File: config.mk
export PLATFORM = sky130hd
export DESIGN_NAME = seq_frac_divider
export DESIGN_NICKNAME = d
export VERILOG_FILES = /design/src/rtl/seq_frac_divider.sv
export SDC_FILE = /design/constraint.sdc
export NUM_CORES = 1
export LEC_CHECK = 0
export CAP_MARGIN = 20
export CORE_MARGIN = 4
export CORE_UTILIZATION = 50
export DETAILED_ROUTE_END_ITERATION = 10
export HOLD_SLACK_MARGIN = 0.08
export PLACE_DENSITY = 0.82
export SETUP_SLACK_MARGIN = 0.02
export SLEW_MARGIN = 5
export SYNTH_ARGS = -nofsm -noshare
export SYNTH_HDL_FRONTEND = slang
export SYNTH_SLANG_ARGS = --single-unit
File: constraint.sdc
create_clock -name clk -period 3.05 [get_ports clk]
set_input_delay 0.61 -clock clk [delete_from_list [all_inputs] [get_ports clk]]
set_output_delay 0.61 -clock clk [all_outputs]
set_load 0.05 [all_outputs]
File: src/rtl/seq_frac_divider.sv
// Iterative unsigned restoring divider with a fixed-point quotient:
// WIDTH integer bits and FRAC fractional bits, one quotient bit per clock.
//
// state | meaning
// IDLE  | waiting for operands, in_ready high
// BUSY  | iterating, one quotient bit per cycle, MSB first
// DONE  | result held on the outputs until out_ready
module seq_frac_divider #(
  parameter int WIDTH = 32,
  parameter int FRAC  = 8
) (
  input  logic                  clk,
  input  logic                  rst,
  input  logic                  in_valid,
  output logic                  in_ready,
  input  logic [WIDTH-1:0]      dividend,
  input  logic [WIDTH-1:0]      divisor,
  output logic                  out_valid,
  input  logic                  out_ready,
  output logic [WIDTH+FRAC-1:0] quotient,
  output logic [WIDTH-1:0]      remainder,
  output logic                  div_by_zero
);

  localparam int N  = WIDTH + FRAC;
  localparam int CW = $clog2(N);
  localparam logic [CW-1:0] LAST = CW'(N - 1);

  typedef enum logic [1:0] {IDLE, BUSY, DONE} state_t;

  state_t           state;
  logic [WIDTH-1:0] dvd_sh;
  logic [WIDTH-1:0] dvs_q;
  logic [WIDTH-1:0] part;
  logic [N-1:0]     q_work;
  logic [CW-1:0]    cnt;

  logic [WIDTH:0]   trial;
  logic [WIDTH-1:0] diff;
  logic             fits;
  logic [WIDTH-1:0] part_next;
  logic [N-1:0]     q_next;

  // The trial value {P,b} is one bit wider than the divisor so a divisor with
  // its MSB set still compares correctly. Once the divisor has been subtracted
  // the result is below the divisor, so P itself fits back into WIDTH bits.
  // The dividend is shifted out MSB first; zeros shifted in supply the
  // fractional iterations.
  always_comb begin
    trial     = {part, dvd_sh[WIDTH-1]};
    fits      = trial >= {1'b0, dvs_q};
    diff      = trial[WIDTH-1:0] - dvs_q;
    part_next = fits ? diff : trial[WIDTH-1:0];
    q_next    = (q_work << 1) | N'(fits);
  end

  always_ff @(posedge clk) begin
    if (rst) begin
      state       <= IDLE;
      in_ready    <= 1'b1;
      out_valid   <= 1'b0;
      quotient    <= '0;
      remainder   <= '0;
      div_by_zero <= 1'b0;
      cnt         <= '0;
      part        <= '0;
      q_work      <= '0;
      dvd_sh      <= '0;
      dvs_q       <= '0;
    end else begin
      case (state)
        IDLE: begin
          if (in_valid) begin
            dvd_sh   <= dividend;
            dvs_q    <= divisor;
            in_ready <= 1'b0;
            if (divisor == '0) begin
              quotient    <= '1;
              remainder   <= dividend;
              div_by_zero <= 1'b1;
              out_valid   <= 1'b1;
              state       <= DONE;
            end else begin
              part  <= '0;
              cnt   <= '0;
              state <= BUSY;
            end
          end
        end
        BUSY: begin
          part   <= part_next;
          q_work <= q_next;
          dvd_sh <= dvd_sh << 1;
          cnt    <= cnt + CW'(1);
          if (cnt == LAST) begin
            quotient    <= q_next;
            remainder   <= part_next;
            div_by_zero <= 1'b0;
            out_valid   <= 1'b1;
            state       <= DONE;
          end
        end
        DONE: begin
          if (out_ready) begin
            out_valid <= 1'b0;
            in_ready  <= 1'b1;
            state     <= IDLE;
          end
        end
        default: begin
          out_valid <= 1'b0;
          in_ready  <= 1'b1;
          state     <= IDLE;
        end
      endcase
    end
  end

endmodule

==> flow_summary_export.csv, run 1 <==
group,metric,value,unit
timing,finalSetupTns,-268,ps
synth,ys_types,70,
cells_and_area,final_common_cell,"nand2_1",
placed_design,pre_cts_slack,-200,ps
worst_setup_path,cp_max_fo,5,
pwr,p_clk_share,16.7,%
pwr,power_frac_seq,19.2,%
global_routing,antenna_found_initial,0,
global_routing,grtUsageTotal,26.9,%
clocking,cts_htree_levels,1,
synth,ys_seq_area_share,42.9,%
cells_and_area,diodes,0,
synth,synth_area_leader_cell,"dfxtp_1",
cells_and_area,layout-drive-gt1-share,20.7,%
cells_and_area,finalInstanceArea,0.0144,sq mm
worst_setup_path,critPathKind,"reg2reg",
worst_setup_path,crit_arrival,3530,ps
placed_design,placement.io_buffers,142,
drt,drc,0,
timing,tightestPinTransition,703,ps
floorplanning,rows,51,
synth,syn_inst,1307,
floorplanning,core-area,0.0197,sq mm
synth,ys_seq_elements,218,
pwr,vdd_drop_max,0.928,mV
status,outcome,"finished with violations",
floorplanning,start_util,51.6,%
min_path,hold_path_startpoint,"rst",
timing,setup_slack,-56.2,ps
drt,ant_nets,0,
cells_and_area,final_util,73.0,%
timing,hold_viol_final,0,
worst_setup_path,cp-start-kind,"flip-flop",
synth,yosys_warnings,0,
timing,period_share,102,%
synth,netlist_area,0.0102,sq mm
global_routing,grt_first_pass_wirelength,49800,microns
floorplanning,dieHeight,151,microns
global_routing,grt_pass1_vias,10200,
timing,slew_headroom,53.1,%
clocking,numCtsBuffers,24,
timing,fin_skew,7.48,ps
placed_design,place_area,0.0126,sq mm
global_routing,grt_max_degree,93,
cells_and_area,final_cell_mix,"nand2_1 (243), dfxtp_1 (198), a21oi_1 (171)",
worst_setup_path,cp_data_required_time,3470,ps
placed_design,gp_congestion,0.904,
timing,fmax,322,MHz
pwr,p_comb_share,64.1,%
pwr,cellLeakagePower,0.00537,uW
status,violations,"negative setup slack",
cells_and_area,area_delta_synth_final,41.6,%
pwr,cellInternalPower,10400,uW
worst_setup_path,end_kind,"flip-flop",
synth,synth_ff_type,"dfxtp_1",
clocking,path_clk_slew,60,ps
synth,synthArstFlopShare,0,%
synth,synth_edf_count,0,
synth,synth_top_area_share,42.9,%
timing,setup_viol,11,
synth,synth_area_leaders,"dfxtp_1 (43%), nand2_1 (9.0%), a21oi_1 (9.0%)",
pwr,netSwitchingFraction,40.5,%
timing,hold_ws,442,ps
pwr,p_switching,7120,uW
cells_and_area,finalNetCount,1646,
drt,avgViaCountPerCell,5.87,
min_path,hp-class,"in2reg",
flow_run,drv_cap,0,
pwr,power-per-cell-area,1220,mW/mm^2
drt,drtIter0Drc,1151,
floorplanning,dieArea,0.0227,sq mm
drt,num_vias,10700,
cells_and_area,nFillCells,1435,
timing,layout_min_cycle_time,3110,ps
synth,synth_nets,1409,
clocking,ctsHoldBuffers,0,
clocking,cts_sinks,218,
timing,grt_setup_unrepaired,"yes",
drt,routedWlPerCell,18.7,microns
placed_design,hpwl,21400,microns
global_routing,grt_overflow,0,
floorplanning,io_pins,143,
clocking,cts_max_path_buffers,3,
drt,drt-pass1-iter-count,6,
timing,slew_violations,0,
clocking,clk_latency,530,ps
synth,avgSynthCellArea,7.78,sq um
worst_setup_path,cp-startpoint,"part[13]$_SDFFE_PP0P_",
worst_setup_path,r2r-start,"part[13]$_SDFFE_PP0P_",
drt,totalWireLength,34100,microns
clocking,clockRootBuffer,"clkbuf_16",
floorplanning,die_x,151,microns
clocking,cts_tree,"yes",
[layer usage]
layer | global-route usage [%] | routed length (microns)
met2 | 46.0 | 16700
met4 | 10.2 | 1400
met1 | 34.8 | 13500
met3 | 3.25 | 2490
met5 | 0 | 0
[final cells by class]
class | instances | area [sq um] | area share [%]
clock inverter | 5 | 63.8 | 0.443
timing repair buffer | 303 | 2770 | 19.3
tap | 265 | 332 | 2.30
clock buffer | 38 | 733 | 5.09
multi-input combinational | 956 | 5940 | 41.3
inverter | 41 | 154 | 1.07
sequential | 218 | 4390 | 30.5
[logic make-up (layout without fill, tap and decap cells)]
| group | Yosys count | after routing | share of synthesized area [%] |
|---|---|---|---|
| adders and majority gates | 34 | 34 | 4.26 |
| muxes | 15 | 15 | 1.48 |
| DFF | 218 | 218 | 42.9 |
| AOI/OAI and AO/OA | 371 | 371 | 22.2 |
| xor gates and xnor gates | 29 | 29 | 2.50 |
| buffers and inverters | 133 | 387 | 5.28 |
| and+or+nand+nor | 507 | 507 | 21.3 |
[synthesized netlist by cell type (3+ instances only)]
master      n
nand2_1   245
dfxtp_1   218
a21oi_1   182
nor2_1    118
nor3_1     90
clkbuf_1   72
o21ai_0    63
inv_1      41
ha_1       33
a22oi_1    32
xnor2_1    19
mux2i_1    15
a211oi_1   14
a21o_1     14
buf_1      14
nand4_1    10
xor2_1     10
nor4_1      9
o21a_1      8
and2_1      6
nand3_1     6
a31oi_1     5
or3_1       5
a211o_1     4
a311oi_1    4
nand2b_1    4
o211ai_1    4
a211oi_2    3
nor2b_1     3
o21bai_1    3
o31ai_1     3
[power by group through the flow]
stage	combinational, uW	sequential, uW	clock (uW)
6_report	11300	3370	2940
5_1_grt	11900	3380	3070
4_1_cts	9310	3310	2940
3_5_place_dp	7790	3340	0
3_3_place_gp	7710	3330	0
2_1_floorplan	5120	3270	0
[state kept, by name (all words and copies together), names as in the netlist]
signal and flops:
q_work 39, part 32, remainder 32, dvs_q 32
div_by_zero 1, state 2, cnt 6, dvd_sh 32
in_ready 1, out_valid 1, quotient 40
[per-stage QoR]
stage               std cells  total power [uW]
CTS                      1801             15600
detailed placement       1751             11100
floorplan                1307              8390
global route             1826             18300
finish                   1826             17600
global placement         1751             11000
[final timing paths]
kind,cells after the start,end,slack (ps)
max,11,remainder[18]$_SDFFE_PP0P_,-60
min reg2reg,2,dvs_q[16]$_SDFFE_PP0P_,450
min,2,q_work[2]$_SDFFE_PP0P_,440
max reg2reg,11,remainder[18]$_SDFFE_PP0P_,-60
[worst max-delay path, cell delays in order, from the launching register on]
cell and delay (ps):
dfxtp_1 370, ha_4 320, nand2_2 60, a211o_1 310, a2111oi_4 450, o31ai_4 150, a311oi_4 290, or2_4 260
buf_12 160, mux2i_2 250, nor2_1 110, o221a_2 270
[repair_timing]
item / in CTS / in global routing
cloned: 2 / 0
gates resized for setup: 42 / 104
setup endpoints to repair: 40 / 59
pin swaps: 20 / 48
setup buffers: 5 / 27
No activity file was read; power rests on OpenSTA's default activity.
==> run 2, diff against run 1 <==
--- a/config.mk
+++ b/config.mk
@@ -11,6 +11,7 @@
 export DETAILED_ROUTE_END_ITERATION = 10
 export HOLD_SLACK_MARGIN = 0.08
 export PLACE_DENSITY = 0.82
+export REMOVE_ABC_BUFFERS = 1
 export SETUP_SLACK_MARGIN = 0.02
 export SLEW_MARGIN = 5
 export SYNTH_ARGS = -nofsm -noshare
==> flow_summary_export.csv, run 2 (synthesis gave the netlist of run 1 again) <==
group,metric,value,unit
status,outcome,"finished with violations",
status,violations,"negative setup slack",
timing,tightestPinTransition,732,ps
clocking,ctsHoldBuffers,0,
cells_and_area,nFillCells,1409,
global_routing,grt_first_pass_wirelength,49700,microns
worst_setup_path,cp-start-kind,"flip-flop",
global_routing,grt_overflow,0,
worst_setup_path,end_kind,"flip-flop",
pwr,cellLeakagePower,0.00529,uW
drt,drtIter0Drc,767,
timing,slew_violations,0,
pwr,p_clk_share,15.3,%
floorplanning,start_util,51.6,%
floorplanning,die_x,151,microns
global_routing,grt_max_degree,121,
clocking,cts_htree_levels,1,
worst_setup_path,critPathKind,"reg2reg",
drt,totalWireLength,32300,microns
clocking,clk_latency,540,ps
placed_design,gp_congestion,0.909,
drt,drc,0,
global_routing,grt.busiest_layer,"met2",
cells_and_area,largest_register_ffs,40,
global_routing,grtUsageMet1,33.7,%
drt,num_vias,10400,
flow_run,drv_cap,0,
min_path,hp-class,"in2reg",
timing,layout_min_cycle_time,3140,ps
cells_and_area,top_regs,"quotient (40), q_work (39)",
floorplanning,dieArea,0.0227,sq mm
timing,fmax,319,MHz
pwr,vdd_drop_max,0.980,mV
pwr,netSwitchingFraction,40.8,%
cells_and_area,final_cell_mix,"nand2_1 (239), dfxtp_1 (202), a21oi_1 (162)",
pwr,p_switching,7570,uW
worst_setup_path,crit_arrival,3550,ps
pwr,power_frac_seq,18.2,%
clocking,clockRootBuffer,"clkbuf_16",
timing,period_share,103,%
worst_setup_path,cp_max_fo,5,
global_routing,global_route.usage.met2,46.0,%
cells_and_area,finalInstanceArea,0.0145,sq mm
cells_and_area,area_delta_synth_final,42.2,%
clocking,numCtsBuffers,23,
worst_setup_path,cp_data_required_time,3460,ps
pwr,cellInternalPower,11000,uW
drt,ant_nets,0,
global_routing,gr-usage-met3,4.18,%
floorplanning,io_pins,143,
pwr,power-per-cell-area,1280,mW/mm^2
global_routing,grtUsageTotal,26.8,%
timing,grt_setup_unrepaired,"yes",
clocking,cts_max_path_buffers,3,
drt,routedWlPerCell,17.9,microns
timing,fin_skew,21.6,ps
drt,drt-pass1-iter-count,5,
global_routing,antenna_found_initial,0,
cells_and_area,finalNetCount,1623,
clocking,cts_tree,"yes",
timing,setup_slack,-87.2,ps
cells_and_area,diodes,0,
clocking,path_clk_slew,60,ps
cells_and_area,layout-drive-gt1-share,20.7,%
placed_design,place_area,0.0126,sq mm
placed_design,hpwl,21700,microns
floorplanning,rows,51,
timing,hold_ws,379,ps
timing,hold_viol_final,0,
cells_and_area,top_register,"quotient",
floorplanning,dieHeight,151,microns
floorplanning,core-area,0.0197,sq mm
pwr,p_comb_share,66.5,%
drt,avgViaCountPerCell,5.76,
timing,slew_headroom,50.7,%
cells_and_area,final_common_cell,"nand2_1",
clocking,cts_sinks,218,
placed_design,placement.io_buffers,142,
timing,setup_viol,18,
global_routing,grt_pass1_vias,10100,
-- run 2: cell types whose count changed in the layout (fill, tap and decap cells not counted), sizes merged --
cell	before	now
buf	162	139
clkinvlp	1	2
clkbuf	38	36
inv	41	42
-- run 2: worst max-delay path, cell delays in order, from the launching register on --
cell	delay (ps)
dfxtp_1	380
ha_1	340
nand2_2	50
a211o_1	320
a2111oi_4	430
o31ai_4	150
a311oi_4	270
or2_4	250
buf_6	130
buf_16	130
mux2i_4	260
nor2_4	60
o221a_2	240
-- run 2: area by class of cell --
| type | instances | area [sq um] | share of cell area [%] |
|---|---|---|---|
| tap | 265 | 332 | 2.29 |
| multi-input combinational | 956 | 6110 | 42.3 |
| clock inverter | 7 | 80.1 | 0.554 |
| sequential | 218 | 4390 | 30.3 |
| inverter | 41 | 154 | 1.06 |
| timing repair buffer | 281 | 2700 | 18.7 |
| clock buffer | 35 | 691 | 4.78 |
-- run 2: repair_timing --
action                                  CTS  global route
endpoints found under the setup margin   35            60
setup buffers                             3            16
resized for setup                        52           133
pin swaps                                14            56
cloned                                    2             2
-- run 2: final timing paths --
check / start / end / slack, ps / depth (start not counted)
worst min-delay path: rst / dvs_q[19]$_SDFFE_PP0P_ / 380 / 2
worst min register to register: dvs_q[11]$_SDFFE_PP0P_ / dvs_q[11]$_SDFFE_PP0P_ / 450 / 2
worst max register to register: part[12]$_SDFFE_PP0P_ / remainder[18]$_SDFFE_PP0P_ / -90 / 12
worst max-delay path: part[12]$_SDFFE_PP0P_ / remainder[18]$_SDFFE_PP0P_ / -90 / 12
-- run 2: metrics by stage --
stage | util [%] | setup WS (ps) | setup TNS, ps | instances | total power (uW)
5_1_grt | 73.3 | -224 | -4190 | 1803 | 19400
4_1_cts | 69.7 | -28.0 | -59.8 | 1787 | 15800
2_1_floorplan | - | -5590 | -582040 | 1215 | 8030
3_3_place_gp | 64.0 | -316 | -13770 | 1741 | 11300
3_5_place_dp | 64.0 | -338 | -17140 | 1741 | 11400
6_report | 73.3 | -87.2 | -614 | 1803 | 18500
-- run 2: layer usage --
layer | vias to the layer above | part of all wire, %
li1 | 4974 | -
met3 | 93 | 7.1
met1 | 4921 | 40
met5 | - | 0
met4 | 0 | 4.4
met2 | 405 | 48
-- run 2: power groups by stage --
stage	combinational, uW	sequential [uW]	clock (uW)
after floorplan	4740	3280	0
after global placement	7950	3340	0
after detailed placement	8040	3350	0
after CTS	9660	3310	2870
after global routing	13000	3380	2990
final	12300	3370	2840
